[src/rtl/pic_pkg.sv]
// pic_pkg: shared types and encodings for the 8259-style interrupt sequencer.
//   pic_state_e : INTA sequencing states (IDLE, REQ, ACK1, ACK2)
//   NS_EOI/S_EOI: OCW2 command codes carried in d[7:5]
//   ICWn/OCWn   : wr_nr encodings of the decoded control-word strobes
package pic_pkg;

  typedef enum logic [1:0] {
    IDLE = 2'd0,
    REQ  = 2'd1,
    ACK1 = 2'd2,
    ACK2 = 2'd3
  } pic_state_e;

  localparam logic [2:0] NS_EOI = 3'b001;
  localparam logic [2:0] S_EOI  = 3'b011;

  localparam logic [1:0] ICW1 = 2'd0;
  localparam logic [1:0] ICW2 = 2'd1;
  localparam logic [1:0] ICW3 = 2'd2;
  localparam logic [1:0] ICW4 = 2'd3;
  localparam logic [1:0] OCW1 = 2'd0;
  localparam logic [1:0] OCW2 = 2'd1;
  localparam logic [1:0] OCW3 = 2'd2;

endpackage

[src/rtl/pic_priority_resolver.sv]
// pic_priority_resolver: 8-bit masked find-first-set. Index 0 is the
// highest priority.
//   req   : request vector
//   mask  : 1 = bit ignored
//   idx   : lowest set index of req & ~mask (0 when none)
//   valid : at least one unmasked request
module pic_priority_resolver
  import pic_pkg::*;
(
  input  logic [7:0] req,
  input  logic [7:0] mask,
  output logic [2:0] idx,
  output logic       valid
);

  logic [7:0] eff;
  assign eff = req & ~mask;

  // Scan from the top down so the lowest set index is the last one written.
  always_comb begin
    idx   = 3'd0;
    valid = 1'b0;
    for (int i = 7; i >= 0; i--) begin
      if (eff[i]) begin
        idx   = i[2:0];
        valid = 1'b1;
      end
    end
  end

endmodule

[src/rtl/pic_int_sequencer.sv]
// pic_int_sequencer: single-PIC interrupt sequencing core. Owns IRR, ISR and
// IMR, runs fully-nested priority, drives int_out and sequences the two-pulse
// INTA handshake that presents the vector.
//   clk, rst_n               : clock, asynchronous active-low reset
//   wr_stb/wr_type/wr_nr/wr_data : decoded ICW/OCW write strobe and byte
//   rd_a0, rd_data           : status readback (IMR, or IRR/ISR per OCW3)
//   ir                       : asynchronous request lines
//   inta_n                   : asynchronous acknowledge, active low
//   int_out                  : interrupt request to the CPU
//   vec_data, vec_oe         : vector byte and its bus enable
//
// Handshake: int_out is the request; the CPU's first inta falling edge is the
// acknowledge that commits the level (int_out drops). The second falling edge
// loads vec_data and raises vec_oe, which stays high until inta rises again.
// inta edges outside that sequence are ignored.
module pic_int_sequencer
  import pic_pkg::*;
#(
  parameter int SYNC_STAGES = 2
) (
  input  logic       clk,
  input  logic       rst_n,
  input  logic       wr_stb,
  input  logic       wr_type,
  input  logic [1:0] wr_nr,
  input  logic [7:0] wr_data,
  input  logic       rd_a0,
  output logic [7:0] rd_data,
  input  logic [7:0] ir,
  input  logic       inta_n,
  output logic       int_out,
  output logic [7:0] vec_data,
  output logic       vec_oe
);

  // Synchronizers and edge detection.
  logic [SYNC_STAGES-1:0][7:0] ir_sync;
  logic [SYNC_STAGES-1:0]      inta_sync;
  logic [7:0] ir_s, ir_prev, ir_rise;
  logic       inta_s, inta_d, inta_fall, inta_rise;

  always_ff @(posedge clk or negedge rst_n) begin
    if (!rst_n) begin
      ir_sync   <= '0;
      inta_sync <= '1;
      inta_d    <= 1'b1;
    end else begin
      ir_sync   <= {ir_sync[SYNC_STAGES-2:0], ir};
      inta_sync <= {inta_sync[SYNC_STAGES-2:0], inta_n};
      inta_d    <= inta_s;
    end
  end

  assign ir_s      = ir_sync[SYNC_STAGES-1];
  assign inta_s    = inta_sync[SYNC_STAGES-1];
  assign inta_fall = inta_d & ~inta_s;
  assign inta_rise = ~inta_d & inta_s;
  assign ir_rise   = ir_s & ~ir_prev;

  // Control-word decode.
  logic icw1_wr, icw2_wr, icw3_wr, icw4_wr, ocw1_wr, ocw2_wr, ocw3_wr;
  assign icw1_wr = wr_stb &  wr_type & (wr_nr == ICW1);
  assign icw2_wr = wr_stb &  wr_type & (wr_nr == ICW2);
  assign icw3_wr = wr_stb &  wr_type & (wr_nr == ICW3);
  assign icw4_wr = wr_stb &  wr_type & (wr_nr == ICW4);
  assign ocw1_wr = wr_stb & ~wr_type & (wr_nr == OCW1);
  assign ocw2_wr = wr_stb & ~wr_type & (wr_nr == OCW2);
  assign ocw3_wr = wr_stb & ~wr_type & (wr_nr == OCW3);

  // Registers.
  pic_state_e state, state_next;
  logic [7:0] irr, isr, imr;
  logic [4:0] base;
  logic       ltim, ic4, sngl, aeoi, rr_sel, init_done;
  logic [2:0] lvl;
  logic       spur;

  // Priority.
  logic [2:0] cand_idx, isr_idx;
  logic       cand_v, isr_v, pending;

  pic_priority_resolver u_cand_res (
    .req   (irr),
    .mask  (imr),
    .idx   (cand_idx),
    .valid (cand_v)
  );

  pic_priority_resolver u_isr_res (
    .req   (isr),
    .mask  (8'h00),
    .idx   (isr_idx),
    .valid (isr_v)
  );

  assign pending = cand_v & (~isr_v | (cand_idx < isr_idx));

  // Next-state and handshake events.
  logic ack_take, vec_load, vec_rel;

  always_comb begin
    state_next = state;
    ack_take   = 1'b0;
    vec_load   = 1'b0;
    vec_rel    = 1'b0;
    case (state)
      IDLE: if (pending && init_done) state_next = REQ;
      REQ:  if (inta_fall) begin ack_take = 1'b1; state_next = ACK1; end
      ACK1: if (inta_fall) begin vec_load = 1'b1; state_next = ACK2; end
      ACK2: if (inta_rise) begin vec_rel  = 1'b1; state_next = IDLE; end
      default: state_next = IDLE;
    endcase
  end

  // ISR/IRR update. EOI targets come from the pre-cycle ISR; a set applied
  // after the clears wins on a collision.
  logic [7:0] ack_set, eoi_clr, aeoi_clr, isr_next, irr_next;

  always_comb begin
    ack_set  = (ack_take && cand_v) ? (8'd1 << cand_idx) : 8'd0;
    eoi_clr  = 8'd0;
    if (ocw2_wr) begin
      if (wr_data[7:5] == NS_EOI && isr_v) eoi_clr = 8'd1 << isr_idx;
      else if (wr_data[7:5] == S_EOI)      eoi_clr = 8'd1 << wr_data[2:0];
    end
    aeoi_clr = (vec_rel && aeoi && !spur) ? (8'd1 << lvl) : 8'd0;
    isr_next = (isr & ~(eoi_clr | aeoi_clr)) | ack_set;
    if (ltim) irr_next = ir_s & ~(isr | ack_set);
    else      irr_next = (irr & ~ack_set) | ir_rise;
  end

  always_ff @(posedge clk or negedge rst_n) begin
    if (!rst_n) begin
      state     <= IDLE;
      irr       <= '0;
      isr       <= '0;
      imr       <= '0;
      ir_prev   <= '0;
      base      <= '0;
      ltim      <= 1'b0;
      ic4       <= 1'b0;
      sngl      <= 1'b0;
      aeoi      <= 1'b0;
      rr_sel    <= 1'b0;
      init_done <= 1'b0;
      lvl       <= '0;
      spur      <= 1'b0;
      int_out   <= 1'b0;
      vec_oe    <= 1'b0;
      vec_data  <= '0;
    end else if (icw1_wr) begin
      // Edge history set to all-ones so only a fresh low-to-high counts.
      irr       <= '0;
      isr       <= '0;
      imr       <= '0;
      ir_prev   <= 8'hFF;
      ltim      <= wr_data[3];
      sngl      <= wr_data[1];
      ic4       <= wr_data[0];
      init_done <= 1'b0;
      state     <= IDLE;
      int_out   <= 1'b0;
      vec_oe    <= 1'b0;
    end else begin
      ir_prev <= ir_s;
      irr     <= irr_next;
      isr     <= isr_next;
      state   <= state_next;
      int_out <= (state_next == REQ);
      if (ocw1_wr) imr <= wr_data;
      if (ocw3_wr && wr_data[1]) rr_sel <= wr_data[0];
      if (icw2_wr) begin
        base <= wr_data[7:3];
        if (!ic4 && sngl) init_done <= 1'b1;
      end
      if (icw3_wr && !ic4) init_done <= 1'b1;
      if (icw4_wr) begin
        aeoi      <= wr_data[1];
        init_done <= 1'b1;
      end
      if (ack_take) begin
        lvl  <= cand_v ? cand_idx : 3'd7;
        spur <= ~cand_v;
      end
      if (vec_load) begin
        vec_data <= {base, lvl};
        vec_oe   <= 1'b1;
      end
      if (vec_rel) vec_oe <= 1'b0;
    end
  end

  assign rd_data = rd_a0 ? imr : (rr_sel ? isr : irr);

endmodule

[config.mk]
export PLATFORM = sky130hd
export DESIGN_NAME = pic_int_sequencer
export DESIGN_NICKNAME = d
export VERILOG_FILES = /design/src/rtl/pic_pkg.sv /design/src/rtl/pic_priority_resolver.sv /design/src/rtl/pic_int_sequencer.sv
export SDC_FILE = /design/constraint.sdc
export NUM_CORES = 1
export LEC_CHECK = 0
export BUFFER_PORTS_ARGS = -buffer_cell sky130_fd_sc_hd__buf_2
export CORE_ASPECT_RATIO = 1.2
export CORE_MARGIN = 2
export CORE_UTILIZATION = 23
export DETAILED_ROUTE_END_ITERATION = 12
export GPL_TIMING_DRIVEN = 0
export PLACE_DENSITY = 0.43
export SLEW_MARGIN = 15
export SYNTH_ARGS = -nofsm -noshare
export SYNTH_HDL_FRONTEND = slang
export SYNTH_HIERARCHICAL = 1
export SYNTH_SLANG_ARGS = --single-unit
[constraint.sdc]
create_clock -name clk -period 4.72 [get_ports clk]
set_clock_uncertainty 0.2 [all_clocks]
set_input_delay 0.236 -clock clk [delete_from_list [all_inputs] [get_ports clk]]
set_output_delay 0.236 -clock clk [all_outputs]
set_load 0.05 [all_outputs]
==> impl_metrics.csv, run 1 <==
group,metric,value,unit
placed_design,hpwl,8010,µm
logic_synthesis,ys_async_sr_fraction,100,%
sta,setup_viol,0,
clock_tree,clk_pin_slew_worst_paths,0.06,ns
sta,period_share,64.2,%
drt,routed-wl-met2,5300,µm
clock_tree,cts-root-buf,"clkbuf_16",
global_routing,track_usage,12.9,%
critical_path,required,4.77,ns
clock_tree,clockBufferDepth,2,
finish,fin_nets,487,
finish,n_fill_cell,1752,
finish,final_common_cell,"dfrtp_1",
logic_synthesis,ys_warn_count,6,
logic_synthesis,synth_top_cell_area_share,48.7,%
global_routing,grt-ovfl-total,0,
floorplanning,initial_utilization,23.6,%
clock_tree,post_cts_buffers,0,
finish,areaGrowthSynthToFinish,26.3,%
sta,holdWs,0.0215,ns
finish,layout_common_cells,"dfrtp_1 (75), nand2_1 (56), buf_2 (43)",
logic_synthesis,synth_area_leaders,"dfrtp_1 (49%), nand2_1 (5.4%), nand2b_1 (5.0%)",
global_routing,grt_max_degree,49,
drt,m1WireLength,4680,µm
clock_tree,cts_num_sinks,78,
power,p_int,1.61,mW
logic_synthesis,ys_seq_area_share,50.7,%
clock_tree,clk_latency,0.34,ns
drt,routedWlPerCell,15.8,µm
finish,drive_above_1_share,20.4,%
power,power,2.62,mW
critical_path,crit_path_end_kind,"flop",
sta,min_period,3.03,ns
sta,hold_violations,0,
critical_path,path_class,"flop to flop",
finish,finish.utilization,29.8,%
global_routing,grt_pass1_wl,17600,µm
job,drv_cap,0,
floorplanning,die_area,17800,µm²
placed_design,gp_congestion,0.830,
drt,routed-wl-met3,416,µm
clock_tree,cts_hold_buf,14,
power,clockPowerShare,29.5,%
drt,drt_iter0_drc,194,
clock_tree,cts_resized,0,
drt,highest_layer,"met4",
logic_synthesis,synthFlopType,"dfrtp_1",
power,power_switching,1.01,mW
floorplanning,fp.dieH,146,µm
sta,relSlewSlack,28.1,%
drt,drc,0,
placed_design,dpl-instance-area,4400,µm²
sta,fmax,0.330,GHz
power,p_comb_share,34.0,%
power,p_per_area,538,nW/µm²
logic_synthesis,synth_area,3860,µm²
clock_tree,numCtsBuffers,9,
critical_path,crit_arrival,3.08,ns
finish,final_area,4870,µm²
logic_synthesis,synth_top_area_cell,"dfrtp_1",
sta,rsz0062_at_grt,"false",
logic_synthesis,synth_cells,383,
clock_tree,cts_tree,"done",
finish,antenna_cells,0,
floorplanning,die_x,122,µm
power,pwr-share-seq,36.5,%
critical_path,startpoint_type,"flop",
logic_synthesis,synth_edf_count,0,
drt,antenna_left,0,
global_routing,antenna_found_initial,0,
critical_path,cp_max_fo,5,
sta,tightest_slew,1.07,ns
logic_synthesis,synth.distinct_cells,49,
clock_tree,h-tree-depth,3,
drt,dr.pass1.iters,6,
global_routing,grt_pass1_vias,3192,
logic_synthesis,syn_avg_cell_area,10.1,µm²
floorplanning,boundaryPins,42,
placed_design,placement.io_buffers,40,
finish,ff_latch_area,1960,µm²
power,cellLeakagePower,2.09,nW
power,swShare,38.4,%
floorplanning,core_area,16300,µm²
sta,setup_tns,0,ns
min_path,hold_class,"input pin to flop",
drt,vias,3086,
sta,slew_viol_final,0,
floorplanning,rows,51,
run_status,outcome,"finished clean",
power,vdd_drop_max,185,µV
drt,drt_wl_total,10700,µm
drt,via_per_inst,4.55,
finish,multiInputGateArea,1810,µm²
logic_synthesis,ys_seq_elements,78,
-- per-stage QoR --
stage | instances | setup slack, ns
finish | 678 | 1.69
global placement | 647 | 1.74
floorplan | 395 | 2.36
CTS | 678 | 1.71
global route | 678 | 1.48
detailed placement | 648 | 1.74
-- kinds of logic after synthesis --
group | count (synthesis) | share of synthesized area, %
and+or+nand+nor | 152 | 22.4
AOI/OAI and AO/OA | 94 | 16.0
DFF | 78 | 50.7
buffers and inverters | 33 | 3.67
muxes | 23 | 6.45
adders and majority gates | 2 | 0.649
other | 1 | 0.0972
-- critical path, stage by stage (launching register included) --
cell and delay (ns):
dfrtp_1 0.41, nor2b_1 0.28, a2111oi_4 0.06, nor4_1 0.82, ha_1 0.37, nor2_1 0.10
nor3_1 0.05, a311o_1 0.42, a211oi_2 0.22
-- routing by layer --
metal,vias up,global-route usage (%)
met2,60,20.9
met5,-,0
met4,0,5.46
met1,1502,16.5
met3,19,2.66
li1,1505,-
-- final timing paths --
check,from,end,slack [ns],cells after the start
min in group asynchronous,rst_n,vec_data[3],0.18,2
hold reg to reg,ir_sync[4],ir_s[4],0.15,0
hold / removal,wr_data[7],base[4],0.02,2
max in group asynchronous,rst_n,inta_d,3.50,3
setup / recovery,irr[5],int_out,1.69,8
setup reg to reg,irr[5],int_out,1.69,8
-- cell usage after synthesis (8+ instances only) --
cell type,count
dfrtp_1,75
nand2_1,56
o21ai_0,34
nand2b_1,31
inv_1,19
o22ai_1,19
a21oi_1,15
mux2_2,15
nor2_1,14
nor2b_1,11
mux2i_1,8
nand3_1,8
-- flip-flops by register name (all words and copies together) (netlist names), 2 cells and up --
| signal | count |
|---|---|
| isr | 8 |
| vec_data | 8 |
| ir_sync | 8 |
| base | 5 |
| lvl | 3 |
| imr | 8 |
| inta_sync | 2 |
| ir_s | 8 |
| ir_prev | 8 |
| state | 2 |
| irr | 8 |
-- layout make-up --
| cell class | instances | area share, % |
|---|---|---|
| flip-flops and latches | 78 | 40.1 |
| clock buffers | 10 | 4.91 |
| well taps | 212 | 5.45 |
| clock inverters | 6 | 1.93 |
| plain buffers | 14 | 1.44 |
| multi-input cells | 284 | 37.1 |
| repair buffers | 55 | 7.60 |
| inverters | 19 | 1.46 |
-- power by group through the flow --
| stage | Clock, mW | Combinational (mW) | Sequential (mW) |
|---|---|---|---|
| after global placement | 0 | 0.868 | 0.967 |
| final | 0.773 | 0.892 | 0.956 |
| after global routing | 0.832 | 0.982 | 0.978 |
| after CTS | 0.800 | 0.896 | 0.958 |
| after detailed placement | 0 | 0.884 | 0.969 |
| after floorplan | 0 | 0.542 | 1.04 |
(Power assumes the default switching activity.)
==> run 2, diff against run 1 <==
==> constraint.sdc (replaced) <==
create_clock -name clk -period 3.1 [get_ports clk]
set_clock_uncertainty 0.2 [all_clocks]
set_input_delay 0.155 -clock clk [delete_from_list [all_inputs] [get_ports clk]]
set_output_delay 0.155 -clock clk [all_outputs]
set_load 0.05 [all_outputs]
==> run 2 against run 1 <==
Compared with the run above:
- critical path depth is the same
- combinational power grew 54%
- global-route usage is essentially flat
- sequential power grew 53%
- register-to-register slack lost 1.3 ns
- clock-buffer cell count is the same
- critical endpoint unchanged
- utilization grew 0.28 points
- largest cell class unchanged
- first-iteration DRC count grew 11%
==> impl_metrics.csv, run 2 (synthesized netlist as in run 1, its figures left out) <==
group,metric,value,unit
floorplanning,boundaryPins,42,
global_routing,grt-ovfl-total,0,
sta,slew_viol_final,0,
drt,vias,3116,
placed_design,gp_congestion,0.830,
power,cellLeakagePower,2.11,nW
drt,drc,0,
sta,tightest_slew,0.687,ns
job,drv_cap,0,
critical_path,startpoint_type,"flop",
drt,drt_iter0_drc,216,
clock_tree,cts_num_sinks,78,
floorplanning,die_x,122,µm
finish,drive_above_1_share,20.4,%
power,vdd_drop_max,281,µV
drt,dr.pass1.iters,4,
floorplanning,fp.dieH,146,µm
global_routing,track_usage,12.9,%
placed_design,hpwl,8010,µm
power,power,4.00,mW
sta,setup_viol,0,
critical_path,path_class,"flop to flop",
run_status,outcome,"finished clean",
finish,multiInputGateArea,1810,µm²
critical_path,crit_arrival,2.77,ns
finish,n_fill_cell,1746,
clock_tree,clockBufferDepth,2,
floorplanning,die_area,17800,µm²
drt,drt_wl_total,10700,µm
global_routing,grt_pass1_wl,17600,µm
placed_design,placement.io_buffers,40,
sta,hold_violations,0,
critical_path,crit_path_end_kind,"flop",
clock_tree,cts-root-buf,"clkbuf_16",
sta,setup_tns,0,ns
drt,antenna_left,0,
min_path,hold_class,"input pin to flop",
sta,period_share,87.6,%
sta,relSlewSlack,53.8,%
finish,layout_common_cells,"dfrtp_1 (75), nand2_1 (56), buf_2 (43)",
sta,rsz0062_at_grt,"false",
finish,areaGrowthSynthToFinish,27.5,%
finish,fin_nets,491,
global_routing,grt_max_degree,49,
drt,via_per_inst,4.57,
clock_tree,h-tree-depth,3,
finish,ff_latch_area,1960,µm²
floorplanning,core_area,16300,µm²
floorplanning,rows,51,
min_path,min_path_cells,3,
finish,finish.utilization,30.1,%
finish,antenna_cells,0,
floorplanning,initial_utilization,23.6,%
critical_path,reg2regPathDepth,8,
drt,routedWlPerCell,15.7,µm
power,p_per_area,814,nW/µm²
clock_tree,clk_pin_slew_worst_paths,0.07,ns
global_routing,grt_pass1_vias,3203,
clock_tree,cts_tree,"done",
critical_path,cp_max_fo,4,
clock_tree,numCtsBuffers,9,
sta,min_period,2.72,ns
clock_tree,clk_latency,0.34,ns
critical_path,required,3.15,ns
sta,fmax,0.368,GHz
finish,final_common_cell,"dfrtp_1",
global_routing,antenna_found_initial,0,
run 2: cell types whose count changed in the layout (fill, tap and decap cells not counted), sizes merged:
cell,previous run,this run
dlygate4sd3,14,18
run 2: worst paths after layout:
kind                                  from          end  slack (ns)
worst max-delay path                isr[7]      int_out        0.38
min in group asynchronous            rst_n  vec_data[3]        0.10
max in group asynchronous            rst_n       inta_d        1.96
worst max register to register      isr[7]      int_out        0.38
worst min-delay path              wr_nr[1]         aeoi        0.04
worst min register to register  ir_sync[4]      ir_s[4]        0.15
run 2: cell type report:
| cell class | count | area share [%] |
|---|---|---|
| timing repair buffer | 59 | 8.35 |
| clock inverter | 6 | 1.91 |
| multi-input combinational | 284 | 36.8 |
| inverter | 19 | 1.45 |
| tap | 212 | 5.39 |
| buffer | 14 | 1.42 |
| sequential | 78 | 39.8 |
| clock buffer | 10 | 4.86 |
run 2: stage by stage:
| step | setup WS, ns | instances | hold WS, ns | instance area, µm² |
|---|---|---|---|---|
| finish | 0.383 | 682 | 0.0406 | 4920 |
| global route | 0.184 | 682 | 0.0545 | 4920 |
| CTS | 0.0946 | 682 | 0.0279 | 4910 |
| detailed placement | 0.123 | 648 | -0.0654 | 4400 |
| global placement | 0.117 | 647 | 0.0616 | 4370 |
| floorplan | 0.741 | 395 | -0.341 | 3900 |
run 2: report_power, final:
group          internal, mW  switching [mW]  total [mW]
clock                 0.733           0.446        1.18
sequential             1.24           0.216        1.46
combinational         0.490           0.877        1.37
total                  2.46            1.54        4.00
run 2: repair_timing:
action / in CTS / in global routing
resized for setup: 0 / 1
endpoints found under the hold margin: 99 / 0
buffers inserted: 0 / 0
endpoints found under the setup margin: 0 / 2
hold buffers: 18 / 0
run 2: layer usage:
metal,track usage [%],wire length [µm]
met1,16.5,4600
met2,20.9,5340
met3,2.66,478
met4,5.46,299
met5,0,0
run 2: critical path, cell delays in order, from the launching register on:
cell and delay, ns:
dfrtp_1 0.43, nor2b_2 0.28, o221ai_1 0.15, a31oi_1 0.35, inv_1 0.11, ha_1 0.28, a211o_1 0.25, a311o_1 0.36
a211oi_2 0.22
==> run 3, diff against run 2 <==
--- a/config.mk
+++ b/config.mk
@@ -8,10 +8,10 @@
 export BUFFER_PORTS_ARGS = -buffer_cell sky130_fd_sc_hd__buf_2
 export CORE_ASPECT_RATIO = 1.2
 export CORE_MARGIN = 2
-export CORE_UTILIZATION = 23
+export CORE_UTILIZATION = 50
 export DETAILED_ROUTE_END_ITERATION = 12
 export GPL_TIMING_DRIVEN = 0
-export PLACE_DENSITY = 0.43
+export PLACE_DENSITY = 0.75
 export SLEW_MARGIN = 15
 export SYNTH_ARGS = -nofsm -noshare
 export SYNTH_HDL_FRONTEND = slang
==> run 3 against run 2 <==
Compared with the run above:
- maximum frequency fell by 5.4%
- critical path depth did not move
- via count rose by 2.5%
- cell count fell by 17%
- register-to-register slack got worse by 0.16 ns
- critical endpoint unchanged
==> impl_metrics.csv, run 3 (synthesized netlist as in run 1, its figures left out) <==
group,metric,value,unit
critical_path,reg2reg_slack,0.23,ns
min_path,hold_class,"input pin to async pin",
sta,relSlewSlack,39.7,%
critical_path,crit_arrival,2.94,ns
power,p_per_area,754,nW/µm²
finish,drive_above_1_share,20.2,%
floorplanning,fp.dieH,100,µm
drt,antenna_left,0,
placed_design,dpl-instance-area,4250,µm²
floorplanning,rows,35,
critical_path,crit_chain,"nor2b_1 -> a2111oi_4 -> nor4_1 -> ha_1 -> nor2_1 -> nor3_1 -> a311o_1 -> a211oi_2",
power,vdd_drop_max,551,µV
drt,drc,0,
critical_path,slowest_stage,"nor4_1",
sta,fmax,0.348,GHz
drt,vias,3195,
finish,fin_cells,563,
finish,final_common_cell,"dfrtp_1",
job,drv_cap,0,
placed_design,placement.io_buffers,40,
global_routing,track_usage,22.6,%
sta,rsz0062_at_grt,"false",
global_routing,grt-ovfl-total,0,
sta,fin_ws,0.227,ns
global_routing,grt_max_degree,52,
sta,min_period,2.87,ns
placed_design,hpwl,6580,µm
clock_tree,numCtsBuffers,9,
sta,setup_viol,0,
floorplanning,die_area,8440,µm²
placed_design,placed_cells,528,
critical_path,rr_startpoint,"irr[5]",
clock_tree,h-tree-depth,3,
critical_path,reg2regPathDepth,8,
sta,tightest_slew,0.896,ns
clock_tree,cts_tree,"done",
run_status,outcome,"finished clean",
placed_design,gp_congestion,0.946,
placed_design,pre_cts_ws,0.299,ns
sta,slew_viol_final,0,
global_routing,grt_pass1_vias,3099,
finish,final_area,4620,µm²
sta,period_share,92.7,%
global_routing,antenna_found_initial,0,
power,cellLeakagePower,2.04,nW
drt,routedWlPerCell,15.9,µm
sta,holdWs,0.0555,ns
finish,fin_nets,492,
clock_tree,clockBufferDepth,2,
global_routing,grt_pass1_wl,15000,µm
critical_path,slowest_delay,0.69,ns
critical_path,r2r_end,"int_out",
sta,setup_tns,0,ns
drt,drt_wl_total,8960,µm
critical_path,required,3.16,ns
floorplanning,boundaryPins,42,
clock_tree,cts-root-buf,"clkbuf_8",
floorplanning,core_area,7580,µm²
finish,areaGrowthSynthToFinish,19.8,%
clock_tree,cts_num_sinks,78,
sta,hold_violations,0,
clock_tree,clk_pin_slew_worst_paths,0.09,ns
floorplanning,initial_utilization,50.9,%
drt,dr.pass1.iters,6,
drt,via_per_inst,5.67,
floorplanning,die_x,84.2,µm
critical_path,startpoint_type,"flop",
drt,drt_iter0_drc,192,
clock_tree,cts_resized,0,
finish,layout_common_cells,"dfrtp_1 (75), nand2_1 (56), buf_2 (43)",
clock_tree,clk_latency,0.36,ns
finish,antenna_cells,0,
critical_path,crit_path_end_kind,"flop",
critical_path,path_class,"flop to flop",
power,power,3.48,mW
critical_path,cp_max_fo,5,
finish,finish.utilization,61.0,%
==> run 3: cell count changes in the layout (fill, tap and decap cells not counted), sizes merged <==
cell         before  now
bufinv            2    0
clkinv            2    3
dlygate4sd3      18   19
clkbuf           18   17
clkinvlp          1    2
inv              20   21
==> run 3: worst max path at each step <==
stage / from / endpoint / slack, ns / cells past startpoint
2_1_floorplan: imr[5] / int_out / 0.74 / 8
3_3_place_gp: irr[5] / int_out / 0.29 / 8
3_5_place_dp: irr[5] / int_out / 0.30 / 8
4_1_cts: irr[5] / int_out / 0.26 / 8
5_1_grt: irr[5] / int_out / 0.08 / 8
6_report: irr[5] / int_out / 0.23 / 8
==> run 3: per-layer routing <==
metal	GRT usage, %	share of wire, %
met5	0	0
met2	37.2	50
met3	3.21	3.8
met1	29.2	43
met4	11.8	3.6
==> run 3: power breakdown <==
part           total (mW)  leakage [nW]  internal, mW  switching (mW)
clock               0.694        0.0877         0.300           0.394
sequential           1.44         0.950          1.24           0.207
combinational        1.34          1.00         0.490           0.854
total                3.48          2.04          2.03            1.45
==> run 3: critical path, delay by kind of cell, from the launching register on <==
family | cells | cell delay (ns)
simple gates | 4 | 1.11
compound gates | 3 | 0.70
fa+ha+maj | 1 | 0.36
flops | 1 | 0.42
==> run 3: cell type report <==
class	instances	area [µm²]
well taps	92	115
clock inverters	7	57.6
fillers	641	2960
clock buffers	9	124
flip-flops and latches	78	1960
multi-input cells	284	1810
plain buffers	14	70.1
repair buffers	60	420
inverters	19	71.3
==> run 3: what timing repair did <==
item / 4_1_cts / 5_1_grt
hold endpoints to repair: 101 / 0
setup buffers: 0 / 0
hold buffers: 19 / 0
